--- config.mk ---
export PLATFORM = sky130hd
export DESIGN_NAME = wb_arbiter
export DESIGN_NICKNAME = d
export VERILOG_FILES = /design/src/rtl/wb_arbiter.sv
export SDC_FILE = /design/constraint.sdc
export NUM_CORES = 1
export LEC_CHECK = 0
export CAP_MARGIN = 20
export CORE_ASPECT_RATIO = 1.2
export CORE_MARGIN = 4
export CORE_UTILIZATION = 59
export DETAILED_ROUTE_END_ITERATION = 16
export MAX_ROUTING_LAYER = met4
export PLACE_DENSITY_LB_ADDON = 0.3
export SYNTH_ARGS = -nofsm -noshare
export SYNTH_HDL_FRONTEND = slang
export SYNTH_SLANG_ARGS = --single-unit
--- constraint.sdc ---
create_clock -name clk -period 4.5 [get_ports clk]
set_clock_uncertainty 0.15 [all_clocks]
set_input_delay 0.9 -clock clk [delete_from_list [all_inputs] [get_ports clk]]
set_output_delay 0.9 -clock clk [all_outputs]
set_load 0.05 [all_outputs]
--- src/rtl/wb_arbiter.sv ---
// Register-file write-port owner: merges ALU and load results through an in-order FIFO
// into one write per cycle and keeps a per-register pending-write scoreboard.
// Optional write-back forwarding to decode is enabled by defining WB_FORWARD_EN.
module wb_arbiter #(
   parameter int ADDRESS_WIDTH = 5,
   parameter int DATA_WIDTH    = 32,
   parameter int DEPTH         = 4
) (
   input  logic                     clk,
   input  logic                     rst_n,
   input  logic                     alu_valid,
   output logic                     alu_ready,
   input  logic [ADDRESS_WIDTH-1:0] alu_rd,
   input  logic [DATA_WIDTH-1:0]    alu_data,
   input  logic                     mem_valid,
   output logic                     mem_ready,
   input  logic [ADDRESS_WIDTH-1:0] mem_rd,
   input  logic [DATA_WIDTH-1:0]    mem_data,
   input  logic                     issue_valid,
   input  logic [ADDRESS_WIDTH-1:0] issue_rd,
   output logic                     issue_ready,
   input  logic [ADDRESS_WIDTH-1:0] query_rs1,
   input  logic [ADDRESS_WIDTH-1:0] query_rs2,
   output logic                     rs1_busy,
   output logic                     rs2_busy,
   output logic [ADDRESS_WIDTH-1:0] AD3,
   output logic [DATA_WIDTH-1:0]    WD3,
   output logic                     WE3,
   output logic [$clog2(DEPTH):0]   count
`ifdef WB_FORWARD_EN
   ,
   output logic [DATA_WIDTH-1:0]    rs1_fwd,
   output logic [DATA_WIDTH-1:0]    rs2_fwd
`endif
);

   localparam int PTR_W  = $clog2(DEPTH);
   localparam int CNT_W  = PTR_W + 1;
   localparam int SUM_W  = CNT_W + 1;
   localparam int NREG   = 1 << ADDRESS_WIDTH;
   localparam int PEND_W = 3;
   localparam logic [PEND_W-1:0] PEND_MAX = '1;

   logic [ADDRESS_WIDTH-1:0] fifo_rd   [DEPTH];
   logic [DATA_WIDTH-1:0]    fifo_data [DEPTH];
   logic [PTR_W-1:0]         wr_ptr;
   logic [PTR_W-1:0]         rd_ptr;
   logic [PTR_W-1:0]         alu_slot;

   logic mem_fire_p0;
   logic alu_fire_p0;
   logic mem_push_p0;
   logic alu_push_p0;
   logic pop_p0;

   logic [PEND_W-1:0] pending [NREG];
   logic [NREG-1:0]   pend_inc;
   logic [NREG-1:0]   pend_dec;
   logic              issue_fire;

   // ---- stage p0: producer handshake and FIFO write ----
   always_comb begin
      mem_ready = (count < CNT_W'(DEPTH));
      alu_ready = ((SUM_W'(count) + SUM_W'(mem_valid & mem_ready)) < SUM_W'(DEPTH));
   end

   // rd = 0 results complete the handshake but are never stored
   assign mem_fire_p0 = mem_valid & mem_ready;
   assign alu_fire_p0 = alu_valid & alu_ready;
   assign mem_push_p0 = mem_fire_p0 & (mem_rd != '0);
   assign alu_push_p0 = alu_fire_p0 & (alu_rd != '0);
   assign pop_p0      = (count != '0);
   assign alu_slot    = wr_ptr + PTR_W'(mem_push_p0);

   always_ff @(posedge clk or negedge rst_n) begin
      if (!rst_n) begin
         wr_ptr <= '0;
         rd_ptr <= '0;
         count  <= '0;
      end else begin
         wr_ptr <= wr_ptr + PTR_W'(mem_push_p0) + PTR_W'(alu_push_p0);
         rd_ptr <= rd_ptr + PTR_W'(pop_p0);
         count  <= count + CNT_W'(mem_push_p0) + CNT_W'(alu_push_p0) - CNT_W'(pop_p0);
      end
   end

   // The load result takes the lower slot so it drains ahead of a same-edge ALU result.
   always_ff @(posedge clk) begin
      if (mem_push_p0) begin
         fifo_rd[wr_ptr]   <= mem_rd;
         fifo_data[wr_ptr] <= mem_data;
      end
      if (alu_push_p0) begin
         fifo_rd[alu_slot]   <= alu_rd;
         fifo_data[alu_slot] <= alu_data;
      end
   end

   // ---- stage p1: register-file write port ----
   always_ff @(posedge clk or negedge rst_n) begin
      if (!rst_n) begin
         WE3 <= 1'b0;
         AD3 <= '0;
         WD3 <= '0;
      end else if (pop_p0) begin
         WE3 <= 1'b1;
         AD3 <= fifo_rd[rd_ptr];
         WD3 <= fifo_data[rd_ptr];
      end else begin
         WE3 <= 1'b0;
      end
   end

   // ---- scoreboard: pending writes per architectural register ----
   assign issue_ready = (pending[issue_rd] != PEND_MAX);
   assign issue_fire  = issue_valid & issue_ready & (issue_rd != '0);

   always_comb begin
      pend_inc = '0;
      pend_dec = '0;
      if (issue_fire) pend_inc[issue_rd] = 1'b1;
      if (WE3)        pend_dec[AD3]      = 1'b1;
   end

   always_ff @(posedge clk or negedge rst_n) begin
      if (!rst_n) begin
         for (int i = 0; i < NREG; i++) pending[i] <= '0;
      end else begin
         for (int i = 1; i < NREG; i++) begin
            if (pend_inc[i] && !pend_dec[i])
               pending[i] <= pending[i] + PEND_W'(1);
            else if (pend_dec[i] && !pend_inc[i] && (pending[i] != '0))
               pending[i] <= pending[i] - PEND_W'(1);
         end
      end
   end

`ifdef WB_FORWARD_EN
   logic fwd1_hit;
   logic fwd2_hit;

   // The last outstanding write is on the port this cycle, so decode may take it directly.
   always_comb begin
      fwd1_hit = WE3 && (AD3 == query_rs1) && (pending[query_rs1] == PEND_W'(1));
      fwd2_hit = WE3 && (AD3 == query_rs2) && (pending[query_rs2] == PEND_W'(1));
      rs1_busy = (pending[query_rs1] != '0) && !fwd1_hit;
      rs2_busy = (pending[query_rs2] != '0) && !fwd2_hit;
      rs1_fwd  = fwd1_hit ? WD3 : '0;
      rs2_fwd  = fwd2_hit ? WD3 : '0;
   end
`else
   always_comb begin
      rs1_busy = (pending[query_rs1] != '0);
      rs2_busy = (pending[query_rs2] != '0);
   end
`endif

   assert property (@(posedge clk) disable iff (!rst_n) count <= CNT_W'(DEPTH));
   assert property (@(posedge clk) disable iff (!rst_n) WE3 |-> (AD3 != '0));

endmodule

Word level (Yosys, flattened, before mapping). Memory sizes are Yosys's and may differ from the RTL's. A register that Yosys moved wholly into a read port is not among the register bits. Index checks and enable logic that the tools add are counted.

Memory bits (writable): 148. Register bits: 101. Input bits: 94. Output and inout bits: 46. Memories kept: 2. Word-level logic and storage cells: 435.

Reduce and logical (&&, ||, !) cells: 227. Add/subtract/negate cells: 69. Eq/ne operators: 1. $lt $le $gt $ge: 9. Bitwise gates (word level): 10. Multiplexer cells: 82.

Memories: fifo_data (depth 4, bits a word 32, read ports 1, clocked after memory_dff 1, write ports 2, line 45) `logic [DATA_WIDTH-1:0] fifo_data [DEPTH];`; fifo_rd (depth 4, bits a word 5, read ports 1, clocked after memory_dff 1, write ports 2, line 44) `logic [ADDRESS_WIDTH-1:0] fifo_rd [DEPTH];`.

Operators by type and width (count): $mux W3 (68); $reduce_bool A3 Y1 (34); $logic_and A1 B1 Y1 (95); $add A3 B1 Y3 const B (31); $sub A3 B1 Y3 const B (31); $logic_not A1 Y1 (64); $mux W32 (2); $reduce_bool A2 Y1 (31); $bmux W3 S5 (3); $ge A6 B6 Y1 const B (3); $not A5 Y6 (3); $reduce_bool A5 Y1 (3); $lt A5 B6 Y1 const B (2); $demux W1 S5 (2); $ge A5 B1 Y1 const B (2); $and A1 B1 Y1 (7); $mux W1 (7); $add A2 B1 Y2 (3); $add A3 B1 Y3 (2); $add A3 B1 Y4 (1); $lt A4 B3 Y1 const B (1); $lt A3 B3 Y1 const B (1); $ne A3 B3 Y1 const B (1); $sub A3 B1 Y3 (1).

Longest topological paths before layout. Gate-level depths: netlist of the first run.

Depth after elaboration: 13. Mapped depth: 17.

Worst setup path after synthesis of the first run. Ideal clock, no wire load.

Kind: input-to-reg. From: input port mem_rd[2]. To: memory fifo_data[3][0] (enable). Path slack: -664 ps. Required time: 3631 ps. Library setup time: 719 ps. Cell stages on the path: 10. Arrival: 4295 ps. Path buffers: 2. Cells stage by stage: or4_1 o21ai_0 inv_1 ha_1 xnor2_1 nor2_1 nand2_1 clkbuf_1 clkbuf_1 o21ai_0.

RTL lines: start, declared (line 17) `input logic [ADDRESS_WIDTH-1:0] mem_rd,`; end, declared (line 45).

Final worst setup path of the first run.
From: input port issue_rd[3]. To: output port issue_ready.

Longest elaborated chain between the ends: 5.

Ends and longest elaborated chain: start, declared (line 20) `input logic [ADDRESS_WIDTH-1:0] issue_rd,`; $not A5 Y6 (implied by the code) (line 115) `assign issue_ready = (pending[issue_rd] != PEND_MAX);`; $bmux W3 S5 (line 115); $mux W3 (implied by the code) (2 in a row) (line 115); $ne A3 B3 Y1 (line 115); end, declared (line 21) `output logic issue_ready,`.

Every way passes these cells. The select of a mux whose other input is x is not followed.

==> qor.yml, run 1 <==
status: "finished clean"
peakVddDrop_v: 0.000636
top_usage_layer: "met2"
slew_headroom_pct: 31.1
syn_area_mm2: 0.0165
dieArea_mm2: 0.0308
ys_types: 79
drtAntennaViolNets: 0
worst_pin_slew_ps: 1030
period_share_pct: 98.2
fin_setup_tns_ps: 0
crit_fanout: 17
grt_pass1_vias: 12500
cap_viol_max_count: 0
wl_per_cell_um: 23.0
synth_edf_count: 148
arrival_ps: 3370
slew_viol_final: 0
rows: 66
ff_latch_area_mm2: 0.00790
grt_usage_pct: 28.9
min_period_ps: 4420
fp.coreArea_mm2: 0.0273
cp_slowest_stage_delay_ps: 410
holdCritPathClass: "in2async"
r2r_slack_ps: 760
via_per_inst: 6.30
cts_root_buffer: "clkbuf_16"
multiInputGateArea_mm2: 0.00828
synth-main-ff-cell: "edfxtp_1"
final_layout_size_suffix_gt1_share_pct: 30.6
dp_cells: 1791
synth_fp_nets: 1387
die_h_um: 191
cpMaxStageDelayCell: "clkdlybuf4s50_1"
grt_antenna_before_repair: 0
hold_violations: 0
die_x_um: 161
grt_pass1_wl_um: 68300
crit_buf_inv: 7
gp_congestion: 0.942
overflow: 0
grt_setup_unrepaired: "false"
cp-endpoint: "issue_ready"
cts_sinks: 286
io_pins: 140
area_delta_synth_final_pct: 21.4
htree_levels: 1
yosysTopAreaCellShare_pct: 26.9
synth_area_leader_cell: "edfxtp_1"
netlist_top_cells_count: "mux2_2, edfxtp_1, dfrtp_1"
setup_viol: 0
antenna_cells: 0
fmax_ghz: 0.226
synthArstFlopShare_pct: 48.3
dr_total_vias: 11600
cts_buffers: 30
drtIter0Drc: 916
drc: 0
num-fill-cells: 1760
required_ps: 3450
clockBufferDepth: 3
port-buffer-count: 139
routed_wl_um: 42600
rr_worst_depth: 12
stdcell_count: 1849
critical_path_cell_count: 12
path_delay_family: "buffers and inverters"
drt_first_pass_iters: 5
r2r-start: "pending[16]"
syn_area_per_cell_um2: 13.2
yosysWarnings: 3
crit_start: "issue_rd[3]"
initial_core_util_pct: 60.5
yosysMostFrequentCell: "mux2_2"
dp_hpwl_um: 29200
tritoncts: "done"
rr_endpoint: "pending[17]"
power_density_mw_per_mm2: 656
cp-start-kind: "input pin"
grt_max_degree: 74
clk_latency_ps: 560
end_kind: "primary output"
cts.clk_slew.worst_paths_ps: 60
met2_usage_pct: 51.5
crit_chain: "clkdlybuf4s50_1 -> buf_4 -> buf_4 -> or3_1 -> buf_4 -> a211oi_1 -> a21oi_1 -> o211ai_1 -> o211ai_4 -> buf_6 -> buf_4 -> buf_12"
cts-hold-fix-buffers: 0
crit_top_cell: "buf_4"
ys_seq_elements: 286
ys_seq_area_share_pct: 47.8
grt_use_met1_pct: 34.2
critical_path_class: "in2out"
synthCells: 1255
ys_top_cells_by_area: "edfxtp_1, dfrtp_1, mux2_2"
finalNetCount: 1583
power_leakage_nw: 7.42
grt_use_met3_pct: 4.49
## per-layer routing
| metal | wire length, um | vias to the layer above |
|---|---|---|
| li1 | - | 5188 |
| met1 | 16100 | 5899 |
| met2 | 22300 | 451 |
| met3 | 2760 | 106 |
| met4 | 1420 | 0 |
| met5 | 0 | - |
## final cells by class
type,count,share of cell area (%)
clock buffer,38,4.10
tap,374,2.33
clock inverter,18,1.12
timing repair buffer,226,11.3
sequential,286,39.4
multi-input combinational,879,41.3
inverter,28,0.524
## power breakdown
| group | internal (mW) | total [mW] | switching (mW) |
|---|---|---|---|
| combinational | 2.63 | 5.47 | 2.85 |
| clock | 1.58 | 2.63 | 1.05 |
| sequential | 3.89 | 5.05 | 1.16 |
## placed cells by master (no fill, tap or decap), drive strengths merged, types with 16 or more instances in the layout
master / Yosys / routed
nand3: 24 / 24
inv: 28 / 29
buf: 32 / 92
and3: 16 / 16
nor3: 38 / 38
dfrtp: 138 / 138
nor2: 79 / 79
fa: 33 / 33
edfxtp: 148 / 148
clkbuf: 30 / 38
mux4: 61 / 61
xnor2: 34 / 34
nand2: 73 / 73
a21oi: 25 / 25
o21ai: 21 / 21
mux2i: 55 / 55
clkdlybuf4s50: 0 / 134
mux2: 216 / 216
## kinds of logic (layout without fill, tap and decap cells)
| logic type | Yosys count | count (layout) | share of synthesized area, % |
|---|---|---|---|
| compound gates | 152 | 152 | 6.59 |
| xor+xnor | 47 | 47 | 2.49 |
| fa+ha+maj | 38 | 38 | 4.38 |
| buf+inv | 90 | 310 | 2.63 |
| flops | 286 | 286 | 47.8 |
| mux | 332 | 332 | 26.4 |
| simple gates | 310 | 310 | 9.74 |
## how the worst min path moves through the flow
stage                     start          end  slack, ps  cells past startpoint
global placement    pending[89]  pending[89]        340                      1
CTS                       rst_n  pending[42]        250                      1
finish                    rst_n  pending[45]        220                      1
detailed placement   pending[8]   pending[8]        340                      1
global route              rst_n  pending[47]        260                      1
floorplan           pending[89]  pending[89]        310                      1
## worst register-to-register path, delay by kind of cell (launching register included)
kind	cells	cell delay, ps
adder cells (fa/ha/maj)	1	440
AO/OA/AOI/OAI	4	670
AND/OR/NAND/NOR	4	1360
flip-flops	1	470
buffers and inverters	2	370
multiplexers	1	220
## state kept, by name, summed over array words and instances, names as in the netlist
name and cells:
fifo_data 128, AD3 5, wr_ptr 2, rd_ptr 2, fifo_rd 20, count 3
pending 93, WD3 32, WE3 1
## timing repair
action	4_1_cts	5_1_grt
pin swaps	1	0
resized for setup	1	1
endpoints found under the setup margin	1	1
hold endpoints to repair	0	0
setup buffers	1	0
## stage by stage
step	setup slack [ps]	hold WS (ps)	power, mW	util, %	cell area [um^2]
2_1_floorplan	263	309	8.46	-	16500
3_3_place_gp	-40.6	336	10.3	69.5	19000
3_5_place_dp	-78.3	339	10.5	69.5	19000
4_1_cts	98.3	253	13.2	73.4	20100
5_1_grt	21.6	263	13.9	73.4	20100
6_report	79.4	224	13.2	73.4	20100
Note: power is estimated with default switching activity, not from simulation.
==> run 2, diff against run 1 <==
--- a/config.mk
+++ b/config.mk
@@ -8,10 +8,11 @@
 export CAP_MARGIN = 20
 export CORE_ASPECT_RATIO = 1.2
 export CORE_MARGIN = 4
-export CORE_UTILIZATION = 59
+export CORE_UTILIZATION = 61
+export CTS_BUF_LIST = sky130_fd_sc_hd__clkbuf_4
 export DETAILED_ROUTE_END_ITERATION = 16
 export MAX_ROUTING_LAYER = met4
-export PLACE_DENSITY_LB_ADDON = 0.3
+export PLACE_DENSITY = 0.83
 export SYNTH_ARGS = -nofsm -noshare
 export SYNTH_HDL_FRONTEND = slang
 export SYNTH_SLANG_ARGS = --single-unit
==> qor.yml, run 2 (synthesis gave the netlist of run 1 again) <==
status: "finished clean"  # unchanged
post_dp_cell_area_mm2: 0.0190  # about the same
setup_slack_ps: 96.6  # was 79.4 ps
cts_buffers: 72  # was 30
grt_pass1_wl_um: 68400  # was 68,300 um
cts_sinks: 286  # unchanged
cts.clk_slew.worst_paths_ps: 70  # was 60 ps
regMostFlops: "fifo_data"  # unchanged
fin_area_mm2: 0.0200  # was 0.0201 mm^2
switching_power_mw: 5.14  # was 5.06 mW
power.total_mw: 12.8  # was 13.2 mW
crit_chain: "clkdlybuf4s50_1 -> buf_4 -> buf_4 -> nor2_1 -> a32oi_1 -> mux2i_1 -> nor4_4 -> o211ai_4 -> buf_6 -> buf_12"  # was clkdlybuf4s50_1 -> buf_4 -> buf_4 -> or3_1 -> buf_4 -> a211oi_1 -> a21oi_1 -> o211ai_1 -> o211ai_4 -> buf_6 -> buf_4 -> buf_12
cap_viol_max_count: 0  # unchanged
gp_congestion: 0.963  # was 0.942
cp_slowest_stage_delay_ps: 570  # was 410 ps
pre_cts_slack_ps: -191  # was -78.3 ps
p_sw_share_pct: 40.2  # was 38.5%
worst_pin_slew_ps: 967  # was 1030 ps
p_seq_share_pct: 39.4  # was 38.4%
num-fill-cells: 1668  # was 1,760
path_delay_family: "buffers and inverters"  # unchanged
cp-start-kind: "input pin"  # unchanged
end_kind: "primary output"  # unchanged
grt_setup_unrepaired: "false"  # unchanged
cpMaxStageDelayCell: "clkdlybuf4s50_1"  # unchanged
hold_slack_ps: 171  # was 224 ps
setup_viol: 0  # unchanged
fmax_ghz: 0.227  # was 0.226 GHz
hold_violations: 0  # unchanged
crit_top_cell: "buf_4"  # unchanged
port-buffer-count: 139  # unchanged
mostFrequentLayoutCell: "mux2_2"  # unchanged
stdcell_count: 1905  # was 1,849
final_util_pct: 75.4  # was 73.4%
grt_pass1_vias: 12700  # was 12,500
final_cell_mix: "mux2_2, edfxtp_1, dfrtp_1"  # unchanged
largest_reg_flops: 128  # unchanged
crit_fanout: 27  # was 17
holdCritPathClass: "in2async"  # unchanged
power_leakage_nw: 7.54  # was 7.42 nW
fp.coreArea_mm2: 0.0265  # was 0.0273 mm^2
dp_hpwl_um: 30200  # was 29,200 um
clockBufferDepth: 3  # unchanged
drt_first_pass_iters: 5  # unchanged
grt_usage_pct: 30.6  # was 28.9%
htree_levels: 3  # was 1
cts_root_buffer: "clkbuf_4"  # was clkbuf_16
fin_setup_tns_ps: 0  # unchanged
slew_headroom_pct: 35.6  # was 31.1%
dr_total_vias: 12000  # was 11,600
tritoncts: "done"  # unchanged
dp_cells: 1771  # was 1,791
grt_antenna_before_repair: 1  # was 0
min_period_ps: 4400  # was 4420 ps
largestRegisters: "fifo_data (128), pending (93), WD3 (32)"  # unchanged
arrival_ps: 3350  # was 3370 ps
area_delta_synth_final_pct: 20.9  # was 21.4%
pwr-share-clk_pct: 17.8  # was 20.0%
grt_max_degree: 90  # was 74
clk_latency_ps: 700  # was 560 ps
io_pins: 140  # unchanged
slew_viol_final: 0  # unchanged
initial_core_util_pct: 62.3  # was 60.5%
die_x_um: 158  # was 161 um
routed_wl_um: 43700  # was 42,600 um
period_share_pct: 97.9  # was 98.2%
drtAntennaViolNets: 0  # unchanged
required_ps: 3450  # about the same
critical_path_class: "in2out"  # unchanged
crit_buf_inv: 5  # was 7
overflow: 0  # unchanged
via_per_inst: 6.30  # about the same
final_layout_size_suffix_gt1_share_pct: 34.4  # was 30.6%
power_density_mw_per_mm2: 640  # was 656 mW/mm^2
drtIter0Drc: 1043  # was 916
peakVddDrop_v: 0.000591  # was 0.000636 V
finalNetCount: 1642  # was 1,583
comb_power_share_pct: 42.8  # was 41.6%
rows: 65  # was 66
drc: 0  # unchanged
die_h_um: 188  # was 191 um
dieArea_mm2: 0.0298  # was 0.0308 mm^2
intPower_mw: 7.65  # was 8.09 mW
wl_per_cell_um: 22.9  # was 23.0 um
[run 2: layer usage]
metal,up-vias,wire length [um],global-route usage (%)
met2,537,22800,51.4
met1,5969,15900,35.7
met4,0,1760,12.1
li1,5371,-,-
met3,126,3260,6.52
met5,-,0,-
[run 2: final cells by class]
type	instances	area [um^2]	share of cell area (%)
Clock inverter	19	100	0.501
Antenna cell	2	5.00	0.0250
Tap cell	335	419	2.10
Multi-Input combinational cell	879	8290	41.5
Inverter	28	105	0.526
Clock buffer	113	848	4.25
Timing Repair Buffer	243	2310	11.6
Sequential cell	286	7900	39.5
[run 2: timing repair]
item / 4_1_cts / 5_1_grt
hold buffers: 0 / 0
resized for setup: 0 / 3
buffers inserted: 0 / 0
setup endpoints to repair: 0 / 1
[run 2: path summary, 6_finish.rpt]
path / startpoint / endpoint / slack [ps] / cells after the start
hold reg to reg: pending[8] / pending[8] / 350 / 1
min in group clk: pending[8] / pending[8] / 350 / 1
setup / recovery: issue_rd[1] / issue_ready / 100 / 10
setup reg to reg: pending[61] / pending[86] / 730 / 11
max in group asynchronous: rst_n / pending[81] / 3090 / 2
hold / removal: rst_n / pending[51] / 170 / 1
[run 2: power by group through the flow]
stage | clock, mW | sequential, mW | combinational (mW)
after CTS | 2.33 | 5.03 | 5.48
after global placement | 0 | 5.01 | 5.28
after detailed placement | 0 | 5.06 | 5.45
final | 2.27 | 5.04 | 5.48
after global routing | 2.48 | 5.17 | 5.87
after floorplan | 0 | 5.24 | 3.22
==> run 3, diff against run 2 <==
==> constraint.sdc (replaced) <==
create_clock -name clk -period 4.5 [get_ports clk]
set_clock_uncertainty 0.15 [all_clocks]
set_input_delay 0.9 -clock clk [delete_from_list [all_inputs] [get_ports clk]]
set_output_delay 0.9 -clock clk [all_outputs]
set_load 0.01 [all_outputs]
==> qor.yml, run 3 (synthesis gave the netlist of run 1 again) <==
drtAntennaViolNets: 0  # unchanged
met2_usage_pct: 53.5  # was 51.4%
clk_latency_ps: 720  # was 700 ps
num-fill-cells: 1654  # was 1,668
rr_endpoint: "pending[68]"  # was pending[86]
r2r_slack_ps: 770  # was 730 ps
grt_setup_unrepaired: "false"  # unchanged
status: "finished clean"  # unchanged
holdCritPathClass: "in2async"  # unchanged
grt_pass1_wl_um: 70700  # was 68,400 um
power_density_mw_per_mm2: 614  # was 640 mW/mm^2
final_layout_size_suffix_gt1_share_pct: 33.7  # was 34.4%
final_cell_mix: "mux2_2, edfxtp_1, dfrtp_1"  # unchanged
grt_antenna_before_repair: 3  # was 1
period_share_pct: 97.0  # was 97.9%
stdcell_count: 1898  # was 1,905
cp-start-kind: "input pin"  # unchanged
drt_first_pass_iters: 8  # was 5
overflow: 0  # unchanged
grt_pass1_vias: 13000  # was 12,700
die_h_um: 188  # unchanged
min_period_ps: 4360  # was 4400 ps
multiInputGateArea_mm2: 0.00829  # about the same
setup_slack_ps: 135  # was 96.6 ps
r2r-start: "pending[16]"  # was pending[61]
htree_levels: 3  # unchanged
largestRegisters: "fifo_data (128), pending (93), WD3 (32)"  # unchanged
path_delay_family: "buffers and inverters"  # unchanged
arrival_ps: 3310  # was 3350 ps
worst_pin_slew_ps: 1210  # was 967 ps
largest_reg_flops: 128  # unchanged
mostFrequentLayoutCell: "mux2_2"  # unchanged
clockBufferDepth: 3  # unchanged
regMostFlops: "fifo_data"  # unchanged
dp_hpwl_um: 30400  # was 30,200 um
end_kind: "primary output"  # unchanged
crit_chain: "clkdlybuf4s50_1 -> buf_12 -> mux4_2 -> mux4_2 -> a21oi_1 -> clkdlybuf4s50_1"  # was clkdlybuf4s50_1 -> buf_4 -> buf_4 -> nor2_1 -> a32oi_1 -> mux2i_1 -> nor4_4 -> o211ai_4 -> buf_6 -> buf_12
initial_core_util_pct: 62.3  # unchanged
grt_use_met3_pct: 6.64  # was 6.52%
rr_worst_depth: 14  # was 11
dr_total_vias: 12100  # was 12,000
fmax_ghz: 0.229  # was 0.227 GHz
hold_slack_ps: 109  # was 171 ps
grt_usage_pct: 31.5  # was 30.6%
via_per_inst: 6.37  # was 6.30
rows: 65  # unchanged
slew_viol_final: 0  # unchanged
die_x_um: 158  # unchanged
setup_viol: 0  # unchanged
wl_per_cell_um: 23.5  # was 22.9 um
grt_max_degree: 83  # was 90
required_ps: 3450  # about the same
final_util_pct: 75.2  # was 75.4%
slew_headroom_pct: 19.2  # was 35.6%
drc: 0  # unchanged
cap_viol_max_count: 0  # unchanged
dieArea_mm2: 0.0298  # unchanged
gp_congestion: 0.955  # was 0.963
cts_sinks: 286  # unchanged
crit_fanout: 12  # was 27
io_pins: 140  # unchanged
cts-hold-fix-buffers: 0  # unchanged
port-buffer-count: 139  # unchanged
dp_cells: 1756  # was 1,771
cp_slowest_stage_delay_ps: 550  # was 570 ps
power_leakage_nw: 7.51  # was 7.54 nW
top_usage_layer: "met2"  # unchanged
fin_area_mm2: 0.0199  # was 0.0200 mm^2
tritoncts: "done"  # unchanged
routed_wl_um: 44600  # was 43,700 um
ff_latch_area_mm2: 0.00790  # about the same
pre_cts_slack_ps: -127  # was -191 ps
finalNetCount: 1631  # was 1,642
grt_use_met1_pct: 36.6  # was 35.7%
area_delta_synth_final_pct: 20.6  # was 20.9%
fp.coreArea_mm2: 0.0265  # unchanged
cts_buffers: 75  # was 72
post_dp_cell_area_mm2: 0.0189  # was 0.0190 mm^2
cpMaxStageDelayCell: "clkdlybuf4s50_1"  # unchanged
critical_path_class: "in2out"  # unchanged
hold_violations: 0  # unchanged
cts_root_buffer: "clkbuf_4"  # unchanged
peakVddDrop_v: 0.000393  # was 0.000591 V
power.total_mw: 12.2  # was 12.8 mW
fin_setup_tns_ps: 0  # unchanged
drtIter0Drc: 969  # was 1,043
crit_buf_inv: 3  # was 5
cts.clk_slew.worst_paths_ps: 70  # about the same
-- run 3: report_power, final --
part	internal [mW]	switching [mW]	total, mW
Clock	1.18	1.12	2.30
Combinational	2.62	2.29	4.91
Sequential	3.89	1.14	5.03
-- run 3: how the worst max path moves through the flow --
| stage | start | endpoint | slack, ps | depth (start not counted) |
|---|---|---|---|---|
| final | query_rs1[0] | rs1_busy | 140 | 6 |
| after global placement | issue_rd[4] | issue_ready | -150 | 10 |
| after CTS | issue_rd[4] | issue_ready | 20 | 10 |
| after global routing | query_rs1[0] | rs1_busy | 70 | 6 |
| after floorplan | mem_rd[2] | fifo_data[0][0] | 260 | 10 |
| after detailed placement | issue_rd[0] | pending[41] | -130 | 14 |
-- run 3: what timing repair did --
item                       CTS  global route
buffers inserted             1             0
resized for setup            6             4
setup endpoints to repair    1             2
pin swaps                    1             0
-- run 3: final cells by class --
cell class	count	share of cell area, %
multi-input cells	879	41.6
flip-flops and latches	286	39.6
repair buffers	229	11.3
clock buffers	116	4.37
well taps	335	2.10
inverters	28	0.527
clock inverters	20	0.427
diodes	5	0.0628
-- run 3: per-layer routing --
layer	vias to the layer above	part of all wire [%]
li1	5326	-
met1	6087	36
met2	551	52
met3	126	7.7
met4	0	3.7
met5	-	0
==> edit, RTL diff (config.mk and constraints of run 1) <==
Build with the macro `WB_FORWARD_EN` defined.
--- a/src/rtl/wb_arbiter.sv
+++ b/src/rtl/wb_arbiter.sv
@@ -1,6 +1,8 @@
 // Register-file write-port owner: merges ALU and load results through an in-order FIFO
 // into one write per cycle and keeps a per-register pending-write scoreboard.
 // Optional write-back forwarding to decode is enabled by defining WB_FORWARD_EN.
+`define WB_FORWARD_EN
+
 module wb_arbiter #(
    parameter int ADDRESS_WIDTH = 5,
    parameter int DATA_WIDTH    = 32,
Formal check against the unedited RTL (old outputs only; new: rs1_fwd and rs2_fwd): not equivalent (a bounded check fails within 4 cycles, from zero or initial values and one cycle with rst_n low).
==> edit against run 1 <==
- cell area rose by 26%
- largest cell class unchanged
- sequential cell count unchanged
- critical endpoint is now rs2_fwd[19]
- sequential power up 11%
- wire length up 60%
- clock power grew 5%
- area after synthesis increased by 17%
- die area grew 16%
- power grew 22%
- worst setup slack lost 0.014 ns
==> edit: results (changes against run 1) <==
• **worst-skew pair later-pin latency** 0.58 ns, was 0.56 ns
• **count of cell types in the netlist** 78, was 79
• **worst reg2reg path startpoint** pending[77], was pending[16]
• **worst setup slack for register-to-register paths** 0.51 ns, was 0.76 ns
• **Synth Area in Compound Gates** 9.68%, was 6.59%
• **routed via count** 16900, was 11600
• **average routed wire per standard cell** 27.5 µm, was 23.0 µm
• **Crit path arrival time** 3.38 ns, was 3.37 ns
• **pin count of the biggest net entering global routing** 82, was 74
• **syn nets** 1868, was 1387
• **Post-layout nets** 2177, was 1583
• **first-pass GRT wire length** 103000 µm, was 68300 µm
• **maximum level of the CTS H-tree** 1, unchanged
• **mux cell area share after synthesis** 26.1%, was 26.4%
• **Peak supply drop** 0.501 mV, was 0.636 mV
• **PortBufs** 203, was 139
• **number of hold-slack violations in the final timing report** 0, unchanged
• **cts bufs inserted** 30, unchanged
• **most frequently used flop master after synthesis** sky130_fd_sc_hd__edfxtp_1, unchanged
• **worst-path maximum fanout** 16, was 17
• **outcome** completed, unchanged
• **cell family contributing the most delay on the critical path** buffers and inverters, unchanged
• **M1 GR Usage** 44.2%, was 34.2%
• **top post-synthesis cells by area** sky130_fd_sc_hd__edfxtp_1, sky130_fd_sc_hd__dfrtp_1, sky130_fd_sc_hd__mux2_2, unchanged
• **CTS root buf** sky130_fd_sc_hd__clkbuf_16, unchanged
• **Synthesis Warnings** 3, unchanged
• **synth cell count leaders** sky130_fd_sc_hd__mux2_2, sky130_fd_sc_hd__nor2_1, sky130_fd_sc_hd__edfxtp_1, sky130_fd_sc_hd__nand2_1, sky130_fd_sc_hd__dfrtp_1, was sky130_fd_sc_hd__mux2_2, sky130_fd_sc_hd__edfxtp_1, sky130_fd_sc_hd__dfrtp_1
• **placer's final routability congestion estimate** 1.02, was 0.942
• **met3 Resource Use GR** 7.03%, was 4.49%
• **first-pass iteration count of the detailed router** 7, was 5
• **measured slew at the worst slew-check pin** 0.889 ns, was 1.03 ns
• **number of cells on the worst reg-to-reg path** 13, was 12
• **maximum cell stage delay along the critical path** 0.50 ns, was 0.41 ns
• **GRT Util Overall** 38.3%, was 28.9%
• **endpoint of the worst register-to-register path** pending[56], was pending[17]
• **smallest hold slack** 0.230 ns, was 0.224 ns
• **fraction of synthesized cell area in xor and xnor cells** 1.50%, was 2.49%
• **Starting DRT DRC Count** 2166, was 916
• **total half-perimeter wirelength after legalization and detailed placement** 41500 µm, was 29200 µm
• **post-synthesis sequential area ratio** 40.9%, was 47.8%
• **Leak** 9.79 nW, was 7.42 nW
• **post-synthesis share of cell area spent on full adders, half adders and majority gates** 3.74%, was 4.38%
• **library cell contributing the largest single delay on the critical path** sky130_fd_sc_hd__mux4_2, was sky130_fd_sc_hd__clkdlybuf4s50_1
• **fraction of final layout cells sized beyond drive strength 1** 34.5%, was 30.6%
• **met2 capacity usage during global routing** 64.2%, was 51.5%
-- edit: cell count changes in the layout (fill, tap and decap cells not counted), moves of 14 or more --
cell / delta
sky130_fd_sc_hd__buf_12: +73
sky130_fd_sc_hd__mux2i_1: +48
sky130_fd_sc_hd__o21ai_0: +36
sky130_fd_sc_hd__o22ai_1: +24
sky130_fd_sc_hd__nand2_1: +75
sky130_fd_sc_hd__buf_4: +90
sky130_fd_sc_hd__nor4_1: +31
sky130_fd_sc_hd__nor2_1: +95
sky130_fd_sc_hd__xnor2_1: -17
sky130_fd_sc_hd__a2bb2oi_1: +14
sky130_fd_sc_hd__mux4_2: +16
sky130_fd_sc_hd__mux2_2: -15
sky130_fd_sc_hd__and2_4: +60
-- edit: final cells by class --
cell class              count  area (µm²)
multi-input cells        1301       11100
fillers                  1798        6940
clock inverters            17         225
clock buffers              39         846
well taps                 407         509
inverters                  22        82.6
flip-flops and latches    286        7900
repair buffers            404        4640
diodes                      1        2.50
-- edit: cells by family after synthesis --
kind of cell | after synthesis
XOR/XNOR | 33
AND/OR/NAND/NOR | 586
adder cells (fa/ha/maj) | 38
buffers and inverters | 149
multiplexers | 383
AO/OA/AOI/OAI | 261
flip-flops | 286
-- edit: power breakdown --
group	total, mW	internal (mW)	leakage (nW)	switching, mW
combinational	7.74	3.56	6.30	4.19
clock	2.76	1.61	0.514	1.15
sequential	5.60	3.90	2.98	1.71
-- edit: worst max-delay path by stage --
| stage | startpoint | to | depth (start not counted) |
|---|---|---|---|
| floorplan | query_rs2[0] | rs2_fwd[10] | 10 |
| global placement | query_rs1[0] | rs1_fwd[12] | 11 |
| detailed placement | query_rs1[0] | rs1_fwd[5] | 11 |
| CTS | query_rs2[0] | rs2_fwd[27] | 14 |
| global route | issue_rd[1] | pending[20] | 16 |
| finish | query_rs2[0] | rs2_fwd[19] | 14 |
-- edit: metrics by stage --
stage	setup slack [ns]	instance area, µm²	std cells
floorplan	0.00657	19300	1736
global placement	-0.381	23700	2403
detailed placement	-0.436	23700	2403
CTS	0.00666	25200	2472
global route	-0.0473	25300	2476
finish	0.0657	25300	2477
-- edit: routing by layer --
layer / part of all wire (%) / wire (µm)
met4: 5.9 / 4040
met2: 50 / 34100
met3: 9.4 / 6390
met1: 35 / 23700
met5: 0 / 0
-- edit: repair_timing --
item                       CTS  global route
resized for setup           99            24
gates cloned                 5             0
setup endpoints to repair   66            50
pin swaps                    6             5
buffers inserted             9             3
